$ cat src/rtl/id_ex_stage.sv
// id_ex_stage: ID/EX pipeline register with load-use hazard detection,
// stall/flush handling and a saturating count of inserted bubbles.
module id_ex_stage #(
    parameter int XLEN = 32
) (
    input  logic            clk,
    input  logic            reset,
    input  logic            id_valid,
    input  logic [7:0]      id_ctrl,
    input  logic [XLEN-1:0] id_pc,
    input  logic [XLEN-1:0] id_rs1_data,
    input  logic [XLEN-1:0] id_rs2_data,
    input  logic [XLEN-1:0] id_imm,
    input  logic [4:0]      id_rs1,
    input  logic [4:0]      id_rs2,
    input  logic [4:0]      id_rd,
    input  logic [3:0]      id_funct,
    input  logic            stall_in,
    input  logic            flush,
    output logic            ex_valid,
    output logic [7:0]      ex_ctrl,
    output logic [XLEN-1:0] ex_pc,
    output logic [XLEN-1:0] ex_rs1_data,
    output logic [XLEN-1:0] ex_rs2_data,
    output logic [XLEN-1:0] ex_imm,
    output logic [4:0]      ex_rs1,
    output logic [4:0]      ex_rs2,
    output logic [4:0]      ex_rd,
    output logic [3:0]      ex_funct,
    output logic            pc_write,
    output logic            ifid_write,
    output logic [15:0]     bubble_count
);
    typedef struct packed {
        logic            valid;
        logic [7:0]      ctrl;
        logic [XLEN-1:0] pc;
        logic [XLEN-1:0] rs1_data;
        logic [XLEN-1:0] rs2_data;
        logic [XLEN-1:0] imm;
        logic [4:0]      rs1;
        logic [4:0]      rs2;
        logic [4:0]      rd;
        logic [3:0]      funct;
    } ex_t;

    ex_t         ex_q, ex_d, id_in;
    logic        flush_pend_q, flush_pend_d;
    logic [15:0] bubble_count_q, bubble_count_d;
    logic        lu, eff_flush, bubble;

    // ctrl[6] is memRead: a load in EX whose rd feeds the ID instruction
    assign lu = ex_q.valid & ex_q.ctrl[6] & id_valid & (ex_q.rd != 5'd0)
              & (ex_q.rd == id_rs1 | ex_q.rd == id_rs2);
    assign pc_write   = ~(lu | stall_in | reset);
    assign ifid_write = pc_write;
    assign eff_flush  = (flush | flush_pend_q) & ~stall_in;
    assign bubble     = ~stall_in & (eff_flush | lu);
    assign id_in = {id_valid, id_valid ? id_ctrl : 8'h00, id_pc, id_rs1_data,
                    id_rs2_data, id_imm, id_rs1, id_rs2, id_rd, id_funct};

    always_comb begin
        ex_d           = stall_in ? ex_q : bubble ? '0 : id_in;
        flush_pend_d   = stall_in & (flush_pend_q | flush);
        bubble_count_d = (bubble && bubble_count_q != 16'hFFFF) ? bubble_count_q + 16'd1
                                                                 : bubble_count_q;
    end

    always_ff @(posedge clk) begin
        if (reset) begin
            ex_q           <= '0;
            flush_pend_q   <= 1'b0;
            bubble_count_q <= 16'h0000;
        end else begin
            ex_q           <= ex_d;
            flush_pend_q   <= flush_pend_d;
            bubble_count_q <= bubble_count_d;
        end
    end

    assign ex_valid     = ex_q.valid;
    assign ex_ctrl      = ex_q.ctrl;
    assign ex_pc        = ex_q.pc;
    assign ex_rs1_data  = ex_q.rs1_data;
    assign ex_rs2_data  = ex_q.rs2_data;
    assign ex_imm       = ex_q.imm;
    assign ex_rs1       = ex_q.rs1;
    assign ex_rs2       = ex_q.rs2;
    assign ex_rd        = ex_q.rd;
    assign ex_funct     = ex_q.funct;
    assign bubble_count = bubble_count_q;
endmodule

$ cat config.mk
export PLATFORM = sky130hd
export DESIGN_NAME = id_ex_stage
export DESIGN_NICKNAME = d
export VERILOG_FILES = /design/src/rtl/id_ex_stage.sv
export SDC_FILE = /design/constraint.sdc
export NUM_CORES = 1
export LEC_CHECK = 0
export ABC_CLOCK_PERIOD_IN_PS = 1800
export CAP_MARGIN = 20
export CORE_AREA = 2 2 137 139
export CTS_CLUSTER_SIZE = 20
export DETAILED_ROUTE_END_ITERATION = 8
export DIE_AREA = 0 0 139 141
export PLACE_DENSITY = 0.76
export SLEW_MARGIN = 20
export SYNTH_ARGS = -nofsm -noshare
export SYNTH_HDL_FRONTEND = slang
export SYNTH_SLANG_ARGS = --single-unit
$ cat constraint.sdc
create_clock -name clk -period 1.8 [get_ports clk]
set_input_delay 0.27 -clock clk [delete_from_list [all_inputs] [get_ports clk]]
set_output_delay 0.27 -clock clk [all_outputs]
set_load 0.01 [all_outputs]
Word level (Yosys, flattened, before mapping)
Cells that the tools add are included.
{"block": "totals", "regBits": 173, "inputBits": 160, "elab_cells": 34, "output_inout_bits": 174}
{"block": "classes", "n_eq_ne": 3, "n_mux": 2, "n_bitwise": 14, "addsub": 1, "reduce_logical": 2}
{"cell": "156-bit two-way mux", "n": 1}
{"cell": "16-bit by 1-bit adder with 16-bit output, second input constant", "n": 1}
{"cell": "16-bit inequality test, second input constant", "n": 1}
{"cell": "5-bit == test", "n": 2}
{"cell": "8-bit two-way mux", "n": 1}
{"cell": "1-bit bitwise AND", "n": 7}
{"cell": "1-bit OR", "n": 5}
{"cell": "5-bit nonzero test", "n": 1}
{"cell": "1-bit NOT", "n": 2}
{"cell": "1-bit logical AND", "n": 1}

Longest topological paths before layout
Gate-level depths: netlist of the first run.
{"block": "depth", "depth_word": 7, "depth_mapped": 9, "depth_no_buf": 7}

Worst setup path before layout of the first run
Ideal clock, no wire load.
{"block": "synth_timing", "path_type": "register to register", "from": "reg ex_q (netlist bit ex_rd[4])", "to": "reg bubble_count_q[13] (netlist: bubble_count[13])", "synth_period_minus_slack_ns": 1.883, "stages_incl_launch_ff": 9, "path_buffers": 2, "setup_ns": 0.123, "t_arrival_ns": 1.759, "path_slack_ns": -0.083, "t_required_ns": 1.677, "cell_sequence": "dfxtp_1 -> xnor2_1 -> nand3_1 -> o22ai_1 -> a21boi_1 -> buf_2 -> buf_2 -> nor3b_1 -> mux2_1"}
{"block": "synth_between", "elab_chain_cells": 6, "elab_cells_between_ends": 9, "cone_classes": "eq/ne (2); bitwise (5); reduce/logical (2)"}
{"element": "start, declared", "line_no": "47", "text": "ex_t ex_q, ex_d, id_in;"}
{"element": "start signal, assigned", "line_no": "71", "text": "ex_q <= '0;"}
{"element": "start signal, assigned", "line_no": "75", "text": "ex_q <= ex_d;"}
{"element": "5-bit == test / 5-bit nonzero test (equally long branches)", "line_no": "54, 53"}
{"element": "1-bit OR / 1-bit bitwise AND (equally long branches)", "line_no": "54, 53"}
{"element": "1-bit bitwise AND (*)", "line_no": "54", "text": "& (ex_q.rd == id_rs1 | ex_q.rd == id_rs2);"}
{"element": "1-bit OR (*)", "line_no": "58", "text": "assign bubble = ~stall_in & (eff_flush | lu);"}
{"element": "1-bit bitwise AND (*)", "line_no": "58"}
{"element": "1-bit logical AND (*)", "line_no": "65", "text": "bubble_count_d = (bubble && bubble_count_q != 16'hFFFF) ? bubble_count_q + 16'd1"}
{"element": "end signal, assigned", "line_no": "77", "text": "bubble_count_q <= bubble_count_d;"}
{"element": "end, declared", "line_no": "49", "text": "logic [15:0] bubble_count_q, bubble_count_d;"}
Every way passes the cells marked *; elsewhere a longest branch is shown, timed or not.
A chain may end at the register's enable or synchronous reset.

Final worst setup path of the first run
{"block": "layout_timing", "from": "in id_rs1[4]", "to": "reg ex_q (netlist bit ex_rs1_data[2])"}
{"block": "layout_between", "elab_chain_cells": 6}
{"element": "start, declared", "line_no": "14", "text": "input logic [4:0] id_rs1,"}
{"element": "5-bit == test", "line_no": "54"}
{"element": "1-bit OR", "line_no": "54"}
{"element": "1-bit bitwise AND", "line_no": "54"}
{"element": "1-bit OR", "line_no": "58"}
{"element": "1-bit bitwise AND", "line_no": "58"}
{"element": "156-bit two-way mux", "line_no": "63", "text": "ex_d = stall_in ? ex_q : bubble ? '0 : id_in;"}
Every way passes these cells.

==> results.py, run 1 <==
metrics = {
    "layout": {
        "nNetsFinal": 1148,
        "area_delta_synth_final_pct": 79.8,
        "drive_above_1_share": 0.163,
        "stdcell_count": 1233,
        "diodes": 0,
    },
    "global_route": {
        "antenna_found_initial": 0,
        "grt_pass1_vias": 5849,
        "grt_pass1_wl_um": 31500,
        "grt_max_degree": 45,
        "gr-usage-all-layers": 0.203,
        "grt-ovfl-total": 0,
    },
    "sta": {
        "finalCritPeriodShare": 1.08,
        "hold_ws_ps": 244,
        "max_freq_mhz": 513,
        "final.setup_skew_ps": 7.92,
        "hold_viol_final": 0,
        "min_period_ps": 1950,
        "drv_slew": 0,
        "tightest_slew_ps": 679,
        "rsz0062_at_grt": "yes",
        "setup_viol": 161,
        "maxSlewHeadroom": 0.546,
        "finalWorstSetupSlack_ps": -151,
    },
    "route": {
        "vias_per_cell": 4.78,
        "ant_nets": 0,
        "drt_iter0_drc": 226,
        "wl_per_cell_um": 17.1,
        "drt_first_pass_iters": 4,
        "vias": 5894,
        "finalWirelength_um": 21100,
        "drc": 0,
    },
    "synth": {
        "syn_area_um2": 6450,
        "syn_area_per_cell_um2": 10.3,
        "yosysWarnings": 0,
        "syn-num-nets": 787,
        "synth_top_area_share": 0.537,
        "yosys.area.top_type": "dfxtp_1",
        "yosysSeqAreaShare": 0.537,
        "synth.area.top_cells": "dfxtp_1 54%, mux2i_1 23%, nor2_1 8.9%",
        "syn_inst": 626,
        "ys_seq_elements": 173,
        "synthDistinctLibCells": 41,
    },
    "floorplanning": {
        "core-area_um2": 18300,
        "row_count": 50,
        "ios": 334,
        "die_x_um": 139,
        "dieArea_um2": 19600,
        "fp.dieH_um": 141,
        "start_util": 0.353,
    },
    "place": {
        "placed_cells": 1185,
        "gp_congestion": 0.774,
        "preCtsSetupSlack_ps": -581,
        "hpwl_um": 13800,
        "portBuffers": 333,
    },
    "power": {
        "vdd_ir_drop_max_v": 0.000644,
        "cellPowerDensity_nw_per_um2": 810,
        "leakage_uw": 0.00470,
    },
    "run_status": {
        "status": "finished, violations left",
        "violations": "setup timing",
    },
    "setup_path": {
        "r2r_start": "ex_rd[4]",
        "cp_max_fo": 7,
        "cp.arrival_ps": 2270,
        "r2r-end": "ex_rs1_data[2]",
        "end_kind": "register",
        "path_class": "primary input to register",
        "rr_worst_depth": 11,
        "required_ps": 2120,
        "worstSetupStartpointType": "primary input",
        "reg2reg_slack_ps": -140,
    },
    "clocking": {
        "tritoncts": "done",
        "clockBufferDepth": 2,
        "cts_made_buffers": 17,
        "clk_latency_ps": 430,
        "root_buffer": "clkbuf_16",
        "clock-sinks": 173,
        "h-tree-depth": 4,
        "path_clk_slew_ps": 70,
    },
    "worst_hold_path": {
        "hp-class": "primary input to register",
        "holdPathStages": 3,
        "min_from": "stall_in",
        "holdPathEnd": "ex_rs1[0]",
    },
    "flow_run": {
        "max-cap-violations": 0,
    },
}
## power by group
| part | leakage, µW | internal (µW) | total [µW] | switching, µW |
|---|---|---|---|---|
| sequential | 0.00142 | 4000 | 4090 | 97.2 |
| clock | 0.000277 | 2090 | 3680 | 1590 |
| combinational | 0.00300 | 969 | 1610 | 645 |
## state kept, by name, indices dropped and copies added (netlist names), 8 cells and up
signal,flops
ex_rs2_data,32
ex_ctrl,8
ex_imm,32
bubble_count,16
ex_rs1_data,32
ex_pc,32
## worst max-delay path by stage
stage	start	endpoint	slack, ps	depth (start not counted)
6_report	id_rs1[4]	ex_rs1_data[2]	-150	12
5_1_grt	ex_rd[0]	ex_rs1_data[2]	-250	11
4_1_cts	ex_rd[2]	bubble_count[5]	-140	8
3_5_place_dp	id_rs1[3]	bubble_count[8]	-580	8
3_3_place_gp	id_rs1[1]	pc_write	-590	7
2_1_floorplan	bubble_count[0]	bubble_count[13]	-10	7
## layer usage
metal | share of wire | global-route usage | wire length [µm]
met5 | 0 | 0 | 0
met3 | 0.078 | 0.0703 | 1650
met1 | 0.41 | 0.235 | 8550
met4 | 0.024 | 0.0755 | 495
met2 | 0.49 | 0.348 | 10400
## final cells by class
type	instances	area, µm²
multi-input combinational	408	3170
tap	234	293
sequential	173	3480
fill	1489	6670
clock buffer	19	443
timing repair buffer	386	4060
inverter	1	3.75
clock inverter	12	136
## metrics by stage
step	TNS (ps)	power, µW	util	area, µm²
after floorplan	-36.6	4720	-	6460
after global placement	-87450	5540	0.561	10200
after detailed placement	-87300	5550	0.561	10200
after CTS	-12790	9400	0.617	11300
after global routing	-34870	9760	0.635	11600
final	-17320	9390	0.635	11600
## repair_timing
action / CTS / global route
buffers inserted: 5 / 2
hold buffers: 0 / 0
gates cloned: 8 / 4
resized for setup: 45 / 76
pin swaps: 29 / 42
setup endpoints to repair: 170 / 175
## cells in the final DEF, fill, tap and decap left out, types with 5 or more instances in the layout
| cell | instances |
|---|---|
| or4_1 | 6 |
| a22o_1 | 8 |
| a21oi_2 | 6 |
| clkbuf_16 | 20 |
| dfxtp_2 | 5 |
| xnor2_1 | 5 |
| mux2i_1 | 147 |
| xnor2_2 | 5 |
| nor2b_1 | 6 |
| a21oi_1 | 5 |
| o31ai_1 | 6 |
| buf_16 | 8 |
| nand2_1 | 10 |
| nor2_4 | 21 |
| nor2_2 | 21 |
| or3_1 | 5 |
| buf_4 | 31 |
| nor2_1 | 111 |
| clkdlybuf4s50_1 | 329 |
| buf_12 | 8 |
| nand3_1 | 7 |
| dfxtp_1 | 165 |
| buf_6 | 5 |
## Yosys cell counts (all sizes together)
| cell | number |
|---|---|
| o21ai | 4 |
| a211oi | 1 |
| and4 | 3 |
| o211ai | 1 |
| inv | 1 |
| o21ba | 2 |
| ha | 1 |
| nor3 | 2 |
| nor3b | 1 |
| buf | 21 |
| or3b | 1 |
| a21oi | 11 |
| nand4b | 1 |
| o31ai | 6 |
| a22o | 8 |
| clkbuf | 23 |
| o21bai | 1 |
| nor2b | 6 |
| mux2 | 4 |
| dfxtp | 173 |
| a41o | 1 |
| and3 | 2 |
| xnor2 | 10 |
| o22ai | 1 |
| nand4 | 4 |
| o31a | 1 |
| nand2 | 10 |
| or3 | 5 |
| o21a | 1 |
| mux2i | 147 |
| a21o | 1 |
| nand3 | 7 |
| a21boi | 1 |
| or4 | 6 |
| nor2 | 153 |
| nor4 | 5 |
## worst max-delay path, cell delays in order
cell             delay, ps
clkdlybuf4s50_1        540
xnor2_2                130
nand3_1                110
o22ai_2                220
buf_4                  150
a21boi_4                70
buf_6                  130
o21bai_4               120
buf_12                 140
buf_16                 160
clkbuf_16              170
nor2_1                  50
## cells by family after synthesis
family                   Yosys count  synth area share
AO/OA/AOI/OAI                     40            0.0435
buffers and inverters             45            0.0301
AND/OR/NAND/NOR                  206             0.139
adder cells (fa/ha/maj)            1           0.00194
flip-flops                       173             0.537
XOR/XNOR                          10            0.0136
multiplexers                     151             0.235
Note: power is estimated with default switching activity, not from simulation.
==> run 2: changes to the inputs <==
- CELL_PAD_IN_SITES_DETAIL_PLACEMENT: not set -> 2
- CELL_PAD_IN_SITES_GLOBAL_PLACEMENT: not set -> 2
- CORE_AREA: 2 2 137 139 -> 2 2 130 259
- DIE_AREA: 0 0 139 141 -> 0 0 132 261
- PLACE_DENSITY: 0.76 -> not set
- PLACE_DENSITY_LB_ADDON: not set -> 0.1
==> run 2 against run 1 <==
The flow still finishes with violations (setup timing); clock skew increased by 2.7 ps; clock power decreased by 2%; utilization decreased by 26 points; critical path type is now register to output port; largest cell class unchanged; largest power group unchanged.
==> results.py, run 2 (same netlist as run 1, synthesis figures left out) <==
metrics = {
    "place": {
        "hpwl_um": 18100,
        "portBuffers": 333,
        "placed_area_um2": 10700,
        "placed_cells": 1399,
        "gp_congestion": 0.697,
    },
    "route": {
        "drc": 0,
        "wl_per_cell_um": 17.4,
        "finalWirelength_um": 25200,
        "vias_per_cell": 4.16,
        "ant_nets": 0,
        "drt_iter0_drc": 106,
        "drt_first_pass_iters": 4,
        "vias": 6050,
    },
    "clocking": {
        "clk_latency_ps": 440,
        "h-tree-depth": 4,
        "tritoncts": "done",
        "clock-sinks": 173,
        "clockBufferDepth": 2,
        "path_clk_slew_ps": 70,
        "cts_made_buffers": 17,
        "root_buffer": "clkbuf_16",
    },
    "power": {
        "cellPowerDensity_nw_per_um2": 775,
        "leakage_uw": 0.00488,
        "vdd_ir_drop_max_v": 0.000666,
    },
    "layout": {
        "drive_above_1_share": 0.198,
        "mostFrequentLayoutCells": "323 x clkdlybuf4s50_1, 160 x dfxtp_1, 147 x mux2i_1",
        "diodes": 0,
        "stdcell_count": 1454,
        "nFillCells": 3454,
        "final_common_cell": "clkdlybuf4s50_1",
        "finalInstanceArea_um2": 12100,
        "area_delta_synth_final_pct": 88.1,
        "nNetsFinal": 1171,
    },
    "sta": {
        "finalWorstSetupSlack_ps": -152,
        "final.setup_skew_ps": 10.6,
        "hold_viol_final": 0,
        "rsz0062_at_grt": "yes",
        "drv_slew": 0,
        "setup_viol": 159,
        "finalCritPeriodShare": 1.08,
        "maxSlewHeadroom": 0.485,
        "hold_ws_ps": 353,
        "tightest_slew_ps": 771,
        "min_period_ps": 1950,
        "max_freq_mhz": 512,
    },
    "global_route": {
        "grt_pass1_vias": 6666,
        "gr-usage-all-layers": 0.142,
        "grt.busiest_layer": "met2",
        "grt-ovfl-total": 0,
        "grt_max_degree": 94,
        "grt_pass1_wl_um": 38200,
        "antenna_found_initial": 0,
        "met3_usage": 0.0736,
        "met1_usage": 0.151,
        "use_met2": 0.241,
    },
    "floorplanning": {
        "row_count": 94,
        "core-area_um2": 32600,
        "die_x_um": 132,
        "fp.dieH_um": 261,
        "start_util": 0.198,
        "dieArea_um2": 34500,
        "ios": 334,
    },
    "worst_hold_path": {
        "hp-class": "primary input to register",
    },
    "setup_path": {
        "cp_cell_sequence": "xnor2_4 -> nand3_2 -> o22ai_4 -> a211oi_2 -> buf_4 -> buf_6",
        "path_class": "register to output port",
        "reg2reg_slack_ps": -150,
        "worstSetupStartpointType": "register",
        "required_ps": 1530,
        "cp.arrival_ps": 1680,
        "slowest_stage": "dfxtp_4",
        "cpPeakStageDelay_ps": 400,
        "end_kind": "output port",
        "cp_max_fo": 4,
    },
    "flow_run": {
        "max-cap-violations": 0,
    },
    "run_status": {
        "status": "finished, violations left",
        "violations": "setup timing",
    },
}
-- run 2: changes by cell type in the layout (fill, tap and decap cells not counted), sizes merged --
cell	delta
buf	+21
clkdlybuf4s50	-6
dlygate4sd2	+6
clkbuf	+2
bufinv	-1
clkinv	+1
clkinvlp	+1
inv	-1
-- run 2: power breakdown --
group / internal (µW) / switching, µW / total, µW
Combinational: 1020 / 671 / 1690
Sequential: 4000 / 97.8 / 4090
Clock: 1940 / 1670 / 3610
Total: 6960 / 2440 / 9400
-- run 2: layer usage --
layer / vias to the layer above / share of wire / wire, µm
met4: 0 / 0.020 / 499
met1: 2887 / 0.38 / 9580
met5: - / 0 / 0
met3: 25 / 0.10 / 2570
li1: 2908 / - / -
met2: 230 / 0.50 / 12600
-- run 2: critical path: cells and delay by family, from the launching register on --
| family | cells | cell delay [ps] |
|---|---|---|
| buffers and inverters | 2 | 260 |
| AOI/OAI and AO/OA | 2 | 340 |
| DFF | 1 | 400 |
| and+or+nand+nor | 1 | 110 |
| xor gates and xnor gates | 1 | 120 |
-- run 2: metrics by stage --
step           utilization  worst slack (ps)  total power, µW  TNS, ps
2_1_floorplan            -             -13.6             4720    -36.6
3_3_place_gp         0.327              -644             5630   -91550
3_5_place_dp         0.327              -668             5660   -95250
4_1_cts              0.355              -155             9490   -10870
5_1_grt              0.372              -247             9900   -29870
6_report             0.372              -152             9400   -12030
-- run 2: final timing paths --
kind | start | endpoint | depth (start not counted)
max | ex_rd[2] | ifid_write | 6
min | id_rs1[2] | ex_rs1[2] | 4
max reg2reg | ex_rd[2] | ex_rs2_data[8] | 10
min reg2reg | ex_ctrl[7] | ex_ctrl[7] | 1
-- run 2: repair_timing --
action / CTS / global route
setup buffers: 8 / 10
gates cloned: 3 / 5
gates resized for setup: 49 / 100
pin swaps: 14 / 42
hold buffers: 0 / 0
setup endpoints to repair: 174 / 172
endpoints found under the hold margin: 0 / 0
-- run 2: layout make-up --
type | instances | area [µm²] | share of cell area
timing repair buffer | 409 | 4270 | 0.352
sequential | 173 | 3490 | 0.288
multi-input combinational | 408 | 3270 | 0.270
tap | 432 | 541 | 0.0446
clock buffer | 19 | 443 | 0.0365
clock inverter | 12 | 114 | 0.00939
inverter | 1 | 3.75 | 0.000310
